[config.mk]
export PLATFORM = sky130hd
export DESIGN_NAME = seq_chunk_comparator_flat
export DESIGN_NICKNAME = d
export VERILOG_FILES = /design/src/rtl/seq_chunk_comparator_if.sv /design/src/rtl/seq_chunk_comparator.sv /design/src/flat_wrapper.sv
export SDC_FILE = /design/constraint.sdc
export NUM_CORES = 1
export LEC_CHECK = 0
export BUFFER_PORTS_ARGS = -buffer_cell sky130_fd_sc_hd__buf_4
export CAP_MARGIN = 30
export CORE_ASPECT_RATIO = 1.75
export CORE_UTILIZATION = 58
export DETAILED_ROUTE_END_ITERATION = 7
export GPL_TIMING_DRIVEN = 0
export PLACE_DENSITY = 0.92
export SLEW_MARGIN = 10
export SYNTH_ARGS = -nofsm -noshare
export SYNTH_HDL_FRONTEND = slang
export SYNTH_SLANG_ARGS = --single-unit
[constraint.sdc]
create_clock -name clk -period 4.1 [get_ports clk]
set_clock_uncertainty 0.15 [all_clocks]
set_input_delay 0.615 -clock clk [delete_from_list [all_inputs] [get_ports clk]]
set_output_delay 0.615 -clock clk [all_outputs]
set_load 0.02 [all_outputs]
[src/rtl/seq_chunk_comparator_if.sv]
// Handshake and operand bundle for seq_chunk_comparator.
//
// Handshake semantics: a compare request is taken on a rising edge where
// start=1 and the block is not busy (IDLE or DONE state). a, b and
// signed_mode are captured on that same edge. busy stays high while chunks
// are being scanned. done pulses for one cycle, and the result flags are
// updated on the same edge. start seen while busy=1 is dropped, not queued.
interface seq_chunk_comparator_if #(
  parameter int WIDTH = 16
);
  logic             start;
  logic             signed_mode;
  logic [WIDTH-1:0] a;
  logic [WIDTH-1:0] b;
  logic             busy;
  logic             done;
  logic             equal;
  logic             lower;
  logic             greater;

  // Requester side: drives the operands, observes the status and result.
  modport master (
    output start, signed_mode, a, b,
    input  busy, done, equal, lower, greater
  );

  // Comparator side.
  modport slave (
    input  start, signed_mode, a, b,
    output busy, done, equal, lower, greater
  );
endinterface

[src/rtl/seq_chunk_comparator.sv]
// Multi-cycle MSB-first magnitude comparator. Each cycle it examines one
// CHUNK-bit slice of the captured operands and stops at the first slice
// that differs, so the latency depends on the data: 1..NCHUNK cycles.
// Two's-complement mode needs special handling only on the top slice:
// if the sign bits differ, the negative operand is lower. When the sign
// bits match, plain unsigned slice ordering gives the signed order too.
// WIDTH must be a multiple of CHUNK and at least 2.
module seq_chunk_comparator #(
  parameter int WIDTH = 16,
  parameter int CHUNK = 4
) (
  input  logic                  clk,
  input  logic                  rst,
  seq_chunk_comparator_if.slave bus,
  output logic [1:0]            dbg_state_o
);

  localparam int NCHUNK = WIDTH / CHUNK;
  localparam int IDXW   = (NCHUNK > 1) ? $clog2(NCHUNK) : 1;
  localparam logic [IDXW-1:0] LAST_IDX = IDXW'(NCHUNK - 1);

  typedef enum logic [1:0] {
    S_IDLE    = 2'd0,
    S_COMPARE = 2'd1,
    S_DONE    = 2'd2
  } state_t;

  state_t           state_q;
  logic [WIDTH-1:0] a_q;
  logic [WIDTH-1:0] b_q;
  logic             sgn_q;
  logic [IDXW-1:0]  idx_q;
  logic             busy_q;
  logic             done_q;
  logic             equal_q;
  logic             lower_q;
  logic             greater_q;

  // Slice under inspection and the decision it produces this cycle.
  logic [CHUNK-1:0] cur_a;
  logic [CHUNK-1:0] cur_b;
  logic             sign_split;
  logic             cmp_decided;
  logic             cmp_lower;

  // Select the current slice of each captured operand and classify it.
  always_comb begin
    cur_a = '0;
    cur_b = '0;
    for (int i = 0; i < NCHUNK; i++) begin
      if (idx_q == IDXW'(i)) begin
        cur_a = a_q[i*CHUNK +: CHUNK];
        cur_b = b_q[i*CHUNK +: CHUNK];
      end
    end
    // Only the top slice carries the sign, so the signed override is
    // limited to the first compare cycle.
    sign_split  = sgn_q && (idx_q == LAST_IDX) &&
                  (a_q[WIDTH-1] != b_q[WIDTH-1]);
    cmp_decided = sign_split || (cur_a != cur_b);
    cmp_lower   = sign_split ? a_q[WIDTH-1] : (cur_a < cur_b);
  end

  // Control FSM with registered status and result outputs.
  always_ff @(posedge clk or posedge rst) begin
    if (rst) begin
      state_q   <= S_IDLE;
      a_q       <= '0;
      b_q       <= '0;
      sgn_q     <= 1'b0;
      idx_q     <= '0;
      busy_q    <= 1'b0;
      done_q    <= 1'b0;
      equal_q   <= 1'b0;
      lower_q   <= 1'b0;
      greater_q <= 1'b0;
    end else begin
      case (state_q)
        S_IDLE: begin
          done_q <= 1'b0;
          if (bus.start) begin
            a_q     <= bus.a;
            b_q     <= bus.b;
            sgn_q   <= bus.signed_mode;
            idx_q   <= LAST_IDX;
            busy_q  <= 1'b1;
            state_q <= S_COMPARE;
          end
        end

        S_COMPARE: begin
          // A start seen here is dropped on purpose; the request is not held.
          if (cmp_decided) begin
            equal_q   <= 1'b0;
            lower_q   <= cmp_lower;
            greater_q <= ~cmp_lower;
            busy_q    <= 1'b0;
            done_q    <= 1'b1;
            state_q   <= S_DONE;
          end else if (idx_q == '0) begin
            equal_q   <= 1'b1;
            lower_q   <= 1'b0;
            greater_q <= 1'b0;
            busy_q    <= 1'b0;
            done_q    <= 1'b1;
            state_q   <= S_DONE;
          end else begin
            idx_q <= idx_q - 1'b1;
          end
        end

        S_DONE: begin
          done_q <= 1'b0;
          // Back-to-back request: accept directly from the result cycle.
          if (bus.start) begin
            a_q     <= bus.a;
            b_q     <= bus.b;
            sgn_q   <= bus.signed_mode;
            idx_q   <= LAST_IDX;
            busy_q  <= 1'b1;
            state_q <= S_COMPARE;
          end else begin
            state_q <= S_IDLE;
          end
        end

        default: begin
          busy_q  <= 1'b0;
          done_q  <= 1'b0;
          state_q <= S_IDLE;
        end
      endcase
    end
  end

  assign bus.busy    = busy_q;
  assign bus.done    = done_q;
  assign bus.equal   = equal_q;
  assign bus.lower   = lower_q;
  assign bus.greater = greater_q;
  assign dbg_state_o = state_q;

endmodule

[src/flat_wrapper.sv]
// flat-port wrapper written by rule: the top's interface ports become plain ports
module seq_chunk_comparator_flat 
#(
  parameter int WIDTH = 16,
  parameter int CHUNK = 4
)
  (clk, rst, dbg_state_o, bus_start, bus_signed_mode, bus_a, bus_b, bus_busy, bus_done, bus_equal, bus_lower, bus_greater);
  seq_chunk_comparator_if #(.WIDTH(WIDTH)) bus_i ();
  input  logic clk;
  input  logic rst;
  output logic [1:0] dbg_state_o;
  input wire logic [$bits(bus_i.start)-1:0] bus_start;
  input wire logic [$bits(bus_i.signed_mode)-1:0] bus_signed_mode;
  input wire logic [$bits(bus_i.a)-1:0] bus_a;
  input wire logic [$bits(bus_i.b)-1:0] bus_b;
  output wire logic [$bits(bus_i.busy)-1:0] bus_busy;
  output wire logic [$bits(bus_i.done)-1:0] bus_done;
  output wire logic [$bits(bus_i.equal)-1:0] bus_equal;
  output wire logic [$bits(bus_i.lower)-1:0] bus_lower;
  output wire logic [$bits(bus_i.greater)-1:0] bus_greater;
  assign bus_i.start = bus_start;
  assign bus_i.signed_mode = bus_signed_mode;
  assign bus_i.a = bus_a;
  assign bus_i.b = bus_b;
  assign bus_busy = bus_i.busy;
  assign bus_done = bus_i.done;
  assign bus_equal = bus_i.equal;
  assign bus_lower = bus_i.lower;
  assign bus_greater = bus_i.greater;
  seq_chunk_comparator #(.WIDTH(WIDTH), .CHUNK(CHUNK)) u_core (.clk(clk), .rst(rst), .bus(bus_i), .dbg_state_o(dbg_state_o));
endmodule
After elaboration in Yosys (flattened, before gate mapping)
Cells that the tools add are included.
{ "classes": {"n_bitwise": 1, "magnitude_cmp": 1, "add_sub_neg": 1, "reduce_logical": 13, "mux": 28, "n_eq_ne": 12} }
{ "op_table": {"columns": ["cell", "n"], "rows": [
  ["$mux 4", 8],
  ["$mux 2", 6],
  ["$mux 1", 11],
  ["$reduce_and 2->1", 4],
  ["$eq 2x2->1 const B", 3],
  ["$ne 2x2->1 const B", 3],
  ["$pmux 2 s3", 1],
  ["$eq 2x1->1 const B", 2],
  ["$logic_not 2->1", 2],
  ["$lt 4x4->1", 1],
  ["$ne 4x4->1", 1],
  ["$pmux 2 s2", 1],
  ["$reduce_and 4->1", 1],
  ["$reduce_bool 2->1", 2],
  ["$ne 3x1->1 const B", 1],
  ["$logic_and 1x1->1", 2],
  ["$ne 2x1->1 const B", 1],
  ["$pmux 1 s2", 1],
  ["$reduce_or 2->1", 1],
  ["$sub 2x1->2 const B", 1],
  ["$logic_or 1x1->1", 1],
  ["$ne 1x1->1", 1],
  ["$not 1->1", 1]
]} }
{ "word_totals": {"out_inout_bits": 7, "inputBits": 36, "regBits": 42, "wordCells": 66} }

Depth between registers and ports, before layout
{ "depth": {"depth_word": 9, "ltp_mapped": 13, "depth_no_buf": 11} }

Least setup slack after synthesis
Ideal clock, no wire load.
{ "synth_path": {"kind": "reg-to-reg", "from": "reg u_core.idx_q[1]", "to": "reg u_core.idx_q[0]", "arrival_time_ps": 2510, "path_slack_ps": 1314, "stages_incl_launch_ff": 14, "required_ps": 3824, "period_less_slack_ps": 2786, "n_path_buf": 2, "setup_ps": 126, "path_cell_list": "dfrtp_1 -> inv_1 -> ha_1 -> clkbuf_1 -> nand3b_1 -> a21oi_1 -> a21oi_1 -> o21ai_0 -> ha_1 -> nand4_1 -> a31o_2 -> or3b_1 -> clkbuf_2 -> mux2i_1"} }
{ "synth_via": {"elab_chain_cells": 9, "elab_cells_between_ends": 19, "classes_between": "eq/ne (6); mux (8); reduce/logical (5)"} }
{ "synth_rtl": {"columns": ["item", "line_no", "text"], "rows": [
  ["from (decl)", "seq_chunk_comparator.sv:32", "logic [IDXW-1:0] idx_q;"],
  ["from (signal assigned)", "seq_chunk_comparator.sv:108", "idx_q <= idx_q - 1'b1;"],
  ["$logic_not 2->1", "seq_chunk_comparator.sv:51, seq_chunk_comparator.sv:100", null],
  ["$mux 4 (4 in a row)", "seq_chunk_comparator.sv:51", "if (idx_q == IDXW'(i)) begin"],
  ["$ne 4x4->1", "seq_chunk_comparator.sv:60", "cmp_decided = sign_split || (cur_a != cur_b);"],
  ["$logic_or 1x1->1", "seq_chunk_comparator.sv:60", null],
  ["$ne 2x2->1 (no line)", null, null],
  ["$reduce_and 4->1 (no line) (*)", null, null]
]} }
Every way passes the cells marked *; elsewhere a longest branch is shown, timed or not.
A chain may end at the register's enable or synchronous reset.

Worst setup path after layout
{ "layout_path": {"from": "reg u_core.idx_q[1]", "to": "reg u_core.done_q (netlist: u_core.bus.done)"} }
{ "layout_via": {"elab_chain_cells": 9, "elab_cells_between_ends": 19, "classes_between": "eq/ne (5); mux (10); reduce/logical (4)"} }
{ "layout_rtl": {"columns": ["item", "line_no", "text"], "rows": [
  ["$logic_not 2->1", "seq_chunk_comparator.sv:51, seq_chunk_comparator.sv:100", null],
  ["$mux 4 (4 in a row)", "seq_chunk_comparator.sv:51", null],
  ["$ne 4x4->1", "seq_chunk_comparator.sv:60", null],
  ["$logic_or 1x1->1", "seq_chunk_comparator.sv:60", null],
  ["$mux 1", "seq_chunk_comparator.sv:93", "if (cmp_decided) begin"],
  ["$mux 1", "seq_chunk_comparator.sv:78", "case (state_q)"],
  ["to (signal assigned)", "seq_chunk_comparator.sv:80", "done_q <= 1'b0;"],
  ["to (signal assigned)", "seq_chunk_comparator.sv:98", "done_q <= 1'b1;"],
  ["to (signal assigned)", "seq_chunk_comparator.sv:105", "done_q <= 1'b1;"],
  ["to (decl)", "seq_chunk_comparator.sv:34", "logic done_q;"]
]} }
Several ways; a longest one is shown, not always the timed one.

==> impl_metrics.env <==
export IMPL_power_density_nw_per_um2=551
export IMPL_clockBufferDepth=2
export IMPL_rsz0062_at_grt="no"
export IMPL_fin_crit_ns=3.37
export IMPL_maxSlewViolCount=0
export IMPL_cts_resized=0
export IMPL_synth_warnings=0
export IMPL_worst_slew_pin_slew_ns=0.547
export IMPL_synth_seq_cells=42
export IMPL_cts_sinks=42
export IMPL_hpwl_um=3370
export IMPL_synth_edf_count=0
export IMPL_ctsHoldBuffers=0
export IMPL_finalSetupViolations=0
export IMPL_grt_pass1_wl_um=7360
export IMPL_cts_tree="yes"
export IMPL_wl_met1_um=1620
export IMPL_track_usage_pct=28.3
export IMPL_grt_max_degree=43
export IMPL_synth_cell_types=31
export IMPL_p_leak_nw=1.19
export IMPL_post_route_period_util_pct=82.1
export IMPL_crit_path_start_kind="register"
export IMPL_wl_per_cell_um=17.5
export IMPL_cts_root_buf="clkbuf_8"
export IMPL_worstSetupPathType="reg2reg"
export IMPL_wl_um=4580
export IMPL_total_power_mw=1.41
export IMPL_ir_worst_vdd_v=0.000459
export IMPL_async_flop_share_pct=100
export IMPL_antenna_left=0
export IMPL_slew_headroom_pct=63.5
export IMPL_io_pins=43
export IMPL_clk_pin_slew_ns=0.08
export IMPL_diodes=0
export IMPL_synthToLayoutAreaGrowth_pct=27.0
export IMPL_route_vias_total=1518
export IMPL_status="finished, final reports clean"
export IMPL_route_detailed_drc=0
export IMPL_worst_ep_arrival_time_ns=3.43
export IMPL_met2WireLength_um=2640
export IMPL_die_w_um=46.5
export IMPL_max_clock_freq_mhz=297
export IMPL_h_tree_depth=2
export IMPL_end_kind="register"
export IMPL_drive_gt1_share_pct=41.6
export IMPL_path_max_fanout=10
export IMPL_die_y_um=79.8
export IMPL_num_rows=27
export IMPL_synthFlopType="dfrtp_1"
export IMPL_syn_area_um2=2010
export IMPL_antenna_found_initial=0
export IMPL_first_pass_iters=4
export IMPL_cts_buffers=5
export IMPL_worstSkewPairLatency_ns=0.30
export IMPL_ys_seq_area_share_pct=52.3
export IMPL_max_cap_violations=0
export IMPL_post_cts_setup_buffers=0
export IMPL_wl_met3_um=187
export IMPL_routed_top_layer="met4"
export IMPL_fillers=211
export IMPL_finalHoldViolCount=0
export IMPL_grt_overflow_total=0
export IMPL_hold_class="reg2reg"
export IMPL_die_area_um2=3710
export IMPL_synth_nets=211
export IMPL_postSynthCellCount=167
export IMPL_core_um2=3210
export IMPL_synth_avg_cell_area_um2=12.0
export IMPL_grt_pass1_vias=1608
export IMPL_place_congestion=0.822
export IMPL_start_util_pct=62.6
export IMPL_cp_required_ns=4.16
export IMPL_port_buffers=42
export IMPL_drt_iter0_markers=51
export IMPL_final_nets=262
export IMPL_tns_ns=0
export IMPL_layout_cells_most_common_list="buf_4 (42), dfrtp_1 (42), mux2_2 (33)"
export IMPL_place_ws_ns=0.820
export IMPL_fin_ws_ns=0.732
export IMPL_via_per_inst=5.79
==> flip-flops by register name, summed over array words and instances (netlist names) <==
name	flops
u_core.b_q	16
u_core.bus.busy	1
u_core.bus.greater	1
u_core.dbg_state_o	2
u_core.bus.lower	1
u_core.sgn_q	1
u_core.idx_q	2
u_core.bus.equal	1
u_core.a_q	16
u_core.bus.done	1
==> routing by layer <==
| layer | vias to the layer above | track usage (%) |
|---|---|---|
| met4 | 0 | 14.1 |
| met2 | 52 | 47.6 |
| li1 | 696 | - |
| met5 | - | 0 |
| met1 | 755 | 31.3 |
| met3 | 15 | 6.79 |
==> kinds of logic after synthesis <==
| kind of cell | after synthesis | share of synthesized area (%) |
|---|---|---|
| muxes | 37 | 20.5 |
| buffers and inverters | 14 | 2.87 |
| and+or+nand+nor | 35 | 9.97 |
| AOI/OAI and AO/OA | 30 | 8.91 |
| DFF | 42 | 52.3 |
| adders and majority gates | 8 | 4.98 |
| xor gates and xnor gates | 1 | 0.436 |
==> worst paths after layout <==
kind	depth (start not counted)	to	start	slack [ns]
max in group asynchronous	4	u_core.a_q[8]	rst	2.85
min in group asynchronous	3	u_core.b_q[3]	rst	0.56
worst min-delay path	1	u_core.bus.busy	u_core.dbg_state_o[0]	0.36
worst min register to register	1	u_core.bus.busy	u_core.dbg_state_o[0]	0.36
worst max register to register	13	u_core.bus.done	u_core.idx_q[1]	0.73
worst max-delay path	13	u_core.bus.done	u_core.idx_q[1]	0.73
==> synth_stat cells, types with 2 or more instances <==
master / n / area share (%)
inv_1: 5 / 0.93
o21ai_0: 8 / 2.0
nand3b_1: 3 / 1.1
and3b_1: 2 / 0.87
buf_2: 3 / 0.75
a21oi_1: 14 / 3.5
dfrtp_1: 42 / 52
a221oi_1: 3 / 1.3
clkbuf_1: 5 / 0.93
nand2_1: 9 / 1.7
nor3_1: 3 / 0.75
ha_1: 8 / 5.0
nor2_1: 4 / 0.75
mux2i_1: 4 / 2.0
nor2b_1: 6 / 1.9
mux2_2: 33 / 19
==> worst max-delay path: stages (launching register included) <==
cell and delay, ns:
dfrtp_1 0.43, inv_1 0.11, ha_1 0.26, clkbuf_1 0.36, nand3b_1 0.17, a21oi_1 0.08
a21oi_1 0.16, o21ai_0 0.12, ha_1 0.35, nand4_1 0.11, a31o_2 0.27, or3b_1 0.38
clkbuf_2 0.16, o21ai_0 0.18
==> per-stage QoR <==
stage	hold slack, ns	utilization, %	cells	area, um2
6_report	0.358	79.5	262	2550
5_1_grt	0.379	79.5	262	2550
4_1_cts	0.362	78.5	260	2520
3_5_place_dp	0.337	74.1	252	2380
3_3_place_gp	0.322	74.1	252	2380
2_1_floorplan	0.323	-	167	2010
==> power breakdown <==
| group | leakage, nW | switching [mW] | internal (mW) |
|---|---|---|---|
| clock network | 0.0714 | 0.142 | 0.260 |
| registers | 0.491 | 0.0669 | 0.513 |
| logic | 0.632 | 0.212 | 0.212 |
| total | 1.19 | 0.421 | 0.984 |
==> cell type report <==
type                    count  area, um2  area share, %
plain buffers               9       38.8           1.52
multi-input cells         111        900           35.3
inverters                   5       18.8          0.736
clock inverters             2       60.1           2.36
clock buffers               6       82.6           3.24
repair buffers             44        345           13.5
flip-flops and latches     42       1050           41.2
well taps                  43       53.8           2.11
No activity file was read; power rests on OpenSTA's default activity.
